--- config.mk ---
export PLATFORM = sky130hd
export DESIGN_NAME = riscv_core_rob_ctrl
export DESIGN_NICKNAME = d
export VERILOG_FILES = /design/src/rtl/riscv_core_rob_ctrl.sv
export SDC_FILE = /design/constraint.sdc
export NUM_CORES = 1
export LEC_CHECK = 0
export ABC_CLOCK_PERIOD_IN_PS = 9200
export BUFFER_PORTS_ARGS = -buffer_cell sky130_fd_sc_hd__buf_2
export CAP_MARGIN = 15
export CORE_ASPECT_RATIO = 0.5
export CORE_MARGIN = 2
export CORE_UTILIZATION = 55
export CTS_CLUSTER_DIAMETER = 120
export DETAILED_ROUTE_END_ITERATION = 6
export PLACE_DENSITY_LB_ADDON = 0.3
export SYNTH_ARGS = -nofsm -noshare
export SYNTH_HDL_FRONTEND = slang
export SYNTH_SLANG_ARGS = --single-unit
--- constraint.sdc ---
create_clock -name clk -period 9.2 [get_ports clk]
set_clock_uncertainty 0.15 [all_clocks]
set_input_delay 2.3 -clock clk [delete_from_list [all_inputs] [get_ports clk]]
set_output_delay 2.3 -clock clk [all_outputs]
set_load 0.02 [all_outputs]
--- src/rtl/riscv_core_rob_ctrl.sv ---
// Reorder-buffer control for the dual-issue core: in-order dual allocate, out-of-order fill, in-order dual retire.
// Optional squash support is compiled in with `define RISCV_ROB_FLUSH_EN.

module riscv_core_rob_entry (
  input  logic       clk,
  input  logic       reset,
  input  logic       flush,
  input  logic       alloc,
  input  logic       alloc_wen,
  input  logic [4:0] alloc_rdst,
  input  logic       fill,
  input  logic       retire,
  output logic       valid,
  output logic       done,
  output logic       wen,
  output logic [4:0] rdst
);
  // Retire outranks fill so a completion racing its own retirement is dropped.
  always_ff @(posedge clk) begin
    if (reset) begin
      valid <= 1'b0;
      done  <= 1'b0;
      wen   <= 1'b0;
      rdst  <= '0;
    end else if (flush || retire) begin
      valid <= 1'b0;
      done  <= 1'b0;
    end else if (alloc) begin
      valid <= 1'b1;
      done  <= 1'b0;
      wen   <= alloc_wen;
      rdst  <= alloc_rdst;
    end else if (fill && valid) begin
      done  <= 1'b1;
    end
  end
endmodule

module riscv_core_rob_ctrl #(
  parameter int DEPTH = 16,
  parameter int PTR_W = 4
) (
  input  logic       clk,
  input  logic       reset,
  input  logic       rob_alloc_req0,
  input  logic       rob_alloc_req1,
  input  logic       rob_alloc_wen0,
  input  logic [4:0] rob_alloc_rdst0,
  input  logic       rob_alloc_wen1,
  input  logic [4:0] rob_alloc_rdst1,
  output logic       rob_alloc_rdy,
  output logic [4:0] rob_alloc_slot0,
  output logic [4:0] rob_alloc_slot1,
  input  logic       rob_fill_val0,
  input  logic [4:0] rob_fill_slot0,
  input  logic       rob_fill_val1,
  input  logic [4:0] rob_fill_slot1,
  output logic       rob_commit_val_1,
  output logic [4:0] rob_commit_slot_1,
  output logic       rob_commit_wen_1,
  output logic [4:0] rob_commit_rdst_1,
  output logic       rob_commit_val_2,
  output logic [4:0] rob_commit_slot_2,
  output logic       rob_commit_wen_2,
  output logic [4:0] rob_commit_rdst_2,
  input  logic       rob_flush,
  output logic [5:0] rob_count
);
  logic [PTR_W:0]            head, tail, count;
  logic [PTR_W-1:0]          h0, h1, t0, t1;
  logic [DEPTH-1:0]          valid, done, wen;
  logic [DEPTH-1:0][4:0]     rdst;
  logic                      do0, do1, cv1, cv2, flush;

`ifdef RISCV_ROB_FLUSH_EN
  assign flush = rob_flush;
`else
  logic unused_rob_flush;
  assign unused_rob_flush = rob_flush;
  assign flush = 1'b0;
`endif

  assign count = tail - head;
  assign h0    = head[PTR_W-1:0];
  assign h1    = h0 + 1'b1;
  assign t0    = tail[PTR_W-1:0];
  assign t1    = t0 + 1'b1;

  // Readiness uses registered occupancy only; same-cycle retirements free space next cycle.
  assign rob_alloc_rdy = (count <= (PTR_W+1)'(DEPTH - 2));
  assign do0 = rob_alloc_rdy & rob_alloc_req0;
  assign do1 = do0 & rob_alloc_req1;

  assign cv1 = valid[h0] & done[h0];
  assign cv2 = cv1 & valid[h1] & done[h1];

  for (genvar i = 0; i < DEPTH; i++) begin : g_ent
    localparam logic [PTR_W-1:0] IDX = PTR_W'(i);
    logic a0, a1;
    assign a0 = do0 && (t0 == IDX);
    assign a1 = do1 && (t1 == IDX);
    riscv_core_rob_entry u_ent (
      .clk       (clk),
      .reset     (reset),
      .flush     (flush),
      .alloc     (a0 | a1),
      .alloc_wen (a0 ? rob_alloc_wen0  : rob_alloc_wen1),
      .alloc_rdst(a0 ? rob_alloc_rdst0 : rob_alloc_rdst1),
      .fill      ((rob_fill_val0 && rob_fill_slot0 == 5'(i)) ||
                  (rob_fill_val1 && rob_fill_slot1 == 5'(i))),
      .retire    ((cv1 && h0 == IDX) || (cv2 && h1 == IDX)),
      .valid     (valid[i]),
      .done      (done[i]),
      .wen       (wen[i]),
      .rdst      (rdst[i])
    );
  end

  always_ff @(posedge clk) begin
    if (reset || flush) begin
      head <= '0;
      tail <= '0;
    end else begin
      head <= head + (PTR_W+1)'(cv1) + (PTR_W+1)'(cv2);
      tail <= tail + (PTR_W+1)'(do0) + (PTR_W+1)'(do1);
    end
  end

  always_comb begin
    rob_alloc_slot0 = '0;
    rob_alloc_slot1 = '0;
    rob_alloc_slot0[PTR_W-1:0] = t0;
    rob_alloc_slot1[PTR_W-1:0] = t1;

    rob_commit_val_1  = cv1;
    rob_commit_slot_1 = '0;
    rob_commit_wen_1  = 1'b0;
    rob_commit_rdst_1 = '0;
    if (cv1) begin
      rob_commit_slot_1[PTR_W-1:0] = h0;
      rob_commit_wen_1  = wen[h0];
      rob_commit_rdst_1 = rdst[h0];
    end

    rob_commit_val_2  = cv2;
    rob_commit_slot_2 = '0;
    rob_commit_wen_2  = 1'b0;
    rob_commit_rdst_2 = '0;
    if (cv2) begin
      rob_commit_slot_2[PTR_W-1:0] = h1;
      rob_commit_wen_2  = wen[h1];
      rob_commit_rdst_2 = rdst[h1];
    end
  end

  assign rob_count = 6'(count);
endmodule

# Word-level counts from Yosys, hierarchy flattened
# Cells that the tools add are included.
# totals
reg_bits	138
wordCells	455
# classes
mux	54
n_lt_le_gt_ge	3
addsub	7
n_eq_ne	90
bitwise	37
reduce_logical	198
# op_table
operator	count
$eq 4x4->1 const B	32
$logic_and 1x1->1	112
$mux 5	20
$eq 5x4->1 const B	16
$eq 4x3->1 const B	16
$reduce_or 3->1	16
$bmux 5 s4	2
$eq 5x3->1 const B	8
$eq 4x2->1 const B	8
$logic_or 1x1->1	32
$reduce_and 2->1	16
$reduce_or 2->1	16
$bmux 1 s4	6
$mux 1	24
$add 5x1->5	4
$eq 5x2->1 const B	4
$eq 4x1->1 const B	4
$logic_not 4->1	4
$not 1->1	16
$or 1x1->1	16
$eq 5x1->1 const B	2
$logic_not 5->1	2
$lt 4x5->1 const B	2
$add 4x1->4 const B	2
other kinds (4)	9

# Depth between registers and ports, before layout
# depth
depth_word	9
depth_mapped	18

# By module
# From an unflattened synthesis, not the netlist that was laid out.
# hier_totals
hier_cells	1038
hier_area_um2	10322.4
# by_module_without_submodules
mod	n_inst	seq_area_each_um2	area_each_um2	cells_per_inst
riscv_core_rob_entry	16	160.2	341.6	33
riscv_core_rob_ctrl	1	200.2	4857.2	510

# Least setup slack after synthesis
# OpenSTA, ideal clock, no wires.
# synth_timing
path_kind	reg-to-output
from	register head[1]
to	output port rob_commit_rdst_2[0]
path_buffers	5
path_stages_with_launch	11
setup_slack_ns	3.566
arrival_time_ns	3.184
cell_sequence	dfxtp_1 > buf_4 > inv_4 > ha_1 > buf_2 > buf_2 > clkbuf_1 > clkbuf_1 > mux4_2 > mux4_2 > and2_1
# synth_via
elab_chain_cells	6
# synth_lines
item	line	rtl
from (decl)	69	logic [PTR_W:0] head, tail, count;
from (signal assigned)	124	head <= head + (PTR_W+1)'(cv1) + (PTR_W+1)'(cv2);
$add 4x1->4 / $bmux 1 s4 (equally long branches)	85, 94	
$bmux 1 s4 / $mux 1 (equally long branches)	95, 94	
$mux 1 (implied by the code) / $and 1x1->1 (equally long branches)	95, 94	
$and 1x1->1 (2 in a row)	95	assign cv2 = cv1 & valid[h1] & done[h1];
$mux 5 *	149	if (cv2) begin
to (decl)	65	output logic [4:0] rob_commit_rdst_2,
# Mark *: on every way between the ends. The rest lies on a longest branch, timed or not. The select of a mux whose other input is x is not followed.

# Final worst setup path
# layout_timing
from	register head[0]
to	output port rob_commit_rdst_2[2]
# The elaborated chain is that of the path after synthesis.

==> impl_metrics.csv <==
group,metric,value,unit
synthesis,yosysTopAreaCell,"dfxtp_1",
floorplan,die-area,18600,um^2
critical_path,cp_max_fo,62,
critical_path,path_buf_inv,2,
synthesis,async_flop_share,0,%
run,maxCapViolCount,0,
drt,drc,0,
drt,wl,27100,um
critical_path,cpMaxStageDelayCell,"nor2_1",
critical_path,critPathRequiredTime,6750,ps
critical_path,cp_cell_sequence,"buf_4, ha_1, nor2b_1, nor2_1, mux4_2, and2_1, buf_2",
critical_path,startpoint,"head[0]",
power,pwr_density_cell,151,nW/um^2
drt,drtPass1Iterations,5,
global_routing,grt_max_degree,102,
timing,worstMarginPinSlew,1190,ps
critical_path,cp-end-kind,"output pin",
critical_path,r2r_slack,4340,ps
drt,wl_per_cell,21.0,um
clock_network,clock_latency,420,ps
critical_path,cp_top_family,"simple AND/OR/NAND/NOR gates",
timing,setup_viol,0,
drt,route.vias.total,8499,
global_routing,grt_pass1_wl,42900,um
critical_path,path_depth,7,
finish,num_antenna_cells,0,
synthesis,ys_seq_elements,138,
synthesis,synth_top_area_share,28.8,%
clock_network,ctsResizeCount,0,
synthesis,synth_edf_count,0,
global_routing,track_usage,29.5,%
clock_network,root_buffer,"clkbuf_16",
synthesis,netlist_instances,1030,
floorplan,ios,70,
drt,avgViaCountPerCell,6.59,
critical_path,start_kind,"register",
clock_network,cts_setup_buffers,0,
critical_path,rr_endpoint,"tail[4]",
finish,finalNetCount,1091,
critical_path,slowest_delay,820,ps
timing,slew-limit-headroom,19.9,%
placed_design,hpwlAfterDp,19200,um
clock_network,clkTransAtPathRegs,60,ps
global_routing,use_met2,45.9,%
drt,drtIter0Drc,927,
finish,drive_gt1_share,26.2,%
floorplan,fp.dieW,191,um
clock_network,cts_buffers,17,
global_routing,grtUsageMet1,41.1,%
critical_path,endpoint,"rob_commit_rdst_2[2]",
clock_network,htreeDepth,4,
floorplan,start_util,55.6,%
placed_design,place_ws,3000,ps
status,status,"finished, final reports clean",
clock_network,cts.sink_count,138,
timing,fin_crit_sh,70.0,%
timing,fin_tns_setup,0,ps
synthesis,avgSynthCellArea,9.31,um^2
synthesis,syn-cell-area,9590,um^2
floorplan,die_h,97.4,um
clock_network,clk_path_buf_depth,2,
clock_network,holdBufCountCts,0,
drt,antenna_left,0,
floorplan,rows,34,
global_routing,met3_usage,4.91,%
timing,finalWorstSetupSlack,2760,ps
global_routing,antenna_found_initial,0,
timing,fmaxAchievable,0.155,GHz
placed_design,io_buffers,63,
synthesis,yosys_most_used_dff,"dfxtp_1",
clock_network,cts_tree,"done",
finish,area_delta_synth_final,9.95,%
global_routing,grt_overflow,0,
critical_path,crit-reg2reg-launch,"head[0]",
synthesis,yosys-top-cells-area,"dfxtp_1 (29%), mux4_2 (15%), mux2_2 (5.9%), nor2_1 (5.6%), mux2i_1 (5.0%)",
floorplan,fp.coreArea,17200,um^2
timing,grt_setup_unrepaired,"no",
synthesis,yosysSeqAreaShare,28.8,%
critical_path,reg2reg_depth,16,
worst_hold_path,min-delay-start,"g_ent[13].u_ent.valid",
timing,drv_slew,0,
placed_design,place_congestion,0.930,
power,peakVddDrop,0.000129,V
global_routing,grt_pass1_vias,7919,
critical_path,crit_type,"register to output pin",
timing,finalHoldViolations,0,
worst_hold_path,min-delay-path-class,"register to register",
timing,final.min_clock_period,6440,ps
critical_path,cp.arrival,3990,ps
synthesis,synth.distinct_cells,59,
power,cellLeakagePower,0.00396,uW
global_routing,top_usage_layer,"met2",
synthesis,ys_warn_count,0,
## cell usage after synthesis, types with 26 or more instances
cell and number:
mux4_2 64, nand3_1 42, mux2_2 50, dfxtp_1 138
clkbuf_1 58, nor3_1 26, o21ai_0 69, mux2i_1 48
nand2_1 86, nor2_1 144
## power breakdown
part / total (uW) / switching [uW] / internal (uW)
combinational: 244 / 146 / 97.9
clock: 711 / 297 / 413
sequential: 636 / 19.4 / 617
total: 1590 / 462 / 1130
## tightest hold or removal path, stage by stage, from the launching register on
cell and delay [ps]:
dfxtp_1 320, nor2_1 100, nor3_1 50
## cells in the final DEF, fill, tap and decap left out, types with 6 or more instances in the layout
cell type  synthesis  final
dfxtp_1          138    136
ha_1              17     16
and3_1            13     13
nor2_1           144    144
nand2_1           86     86
o21ai_0           69     69
nor4_1            16     15
a311oi_1          24     24
mux2i_1           48     48
a21oi_1           21     21
inv_1             19     19
mux2_2            50     50
nand3_1           42     42
mux4_2            64     64
o211ai_4           6      6
nand2b_1           7      7
nor3_1            26     26
nor2b_1           12     12
a311oi_2          24     24
clkbuf_16          0     17
buf_4             11      9
xor2_1             6      6
and2_1            24     24
buf_2             12     62
o22ai_1           13     13
## final cells by class
| cell class | instances | area (um^2) |
|---|---|---|
| fillers | 1423 | 6690 |
| clock buffers | 18 | 439 |
| well taps | 234 | 293 |
| repair buffers | 75 | 428 |
| multi-input cells | 788 | 6370 |
| flip-flops and latches | 138 | 2770 |
| clock inverters | 14 | 161 |
| inverters | 22 | 85.1 |
## metal layers
metal | vias up | share of wire [%]
li1 | 3874 | -
met1 | 4206 | 44
met2 | 367 | 46
met3 | 52 | 7.4
met4 | 0 | 2.8
met5 | - | 0
## sequential cells by signal (all words and copies together) (netlist names)
register,flops
g_ent.u_ent.rdst,80
g_ent.u_ent.done,16
g_ent.u_ent.valid,16
g_ent.u_ent.wen,16
head,5
tail,5
## kinds of logic after synthesis
family | synth area share (%)
buffers and inverters | 5.00
flip-flops | 28.8
AND/OR/NAND/NOR | 18.5
multiplexers | 25.9
adder cells (fa/ha/maj) | 2.85
XOR/XNOR | 1.00
other | 0.0391
AO/OA/AOI/OAI | 17.9
## through the flow
| step | util, % | power, uW | instance area, um^2 | cells | hold WS, ps |
|---|---|---|---|---|---|
| 5_1_grt | 61.2 | 1640 | 10500 | 1289 | 369 |
| 4_1_cts | 60.8 | 1580 | 10500 | 1284 | 356 |
| 3_5_place_dp | 57.4 | 885 | 9880 | 1252 | 343 |
| 2_1_floorplan | - | 825 | 9600 | 1034 | 325 |
| 3_3_place_gp | 57.4 | 877 | 9880 | 1252 | 337 |
| 6_report | 61.2 | 1590 | 10500 | 1289 | 355 |
## how the worst min path moves through the flow
stage | slack [ps] | cells past startpoint | end
3_3_place_gp | 340 | 2 | g_ent[13].u_ent.valid
4_1_cts | 360 | 2 | g_ent[13].u_ent.valid
6_report | 360 | 2 | g_ent[13].u_ent.valid
2_1_floorplan | 330 | 2 | g_ent[2].u_ent.rdst[0]
5_1_grt | 370 | 2 | g_ent[5].u_ent.valid
3_5_place_dp | 340 | 2 | g_ent[13].u_ent.valid
Note: power is estimated with default switching activity, not from simulation.
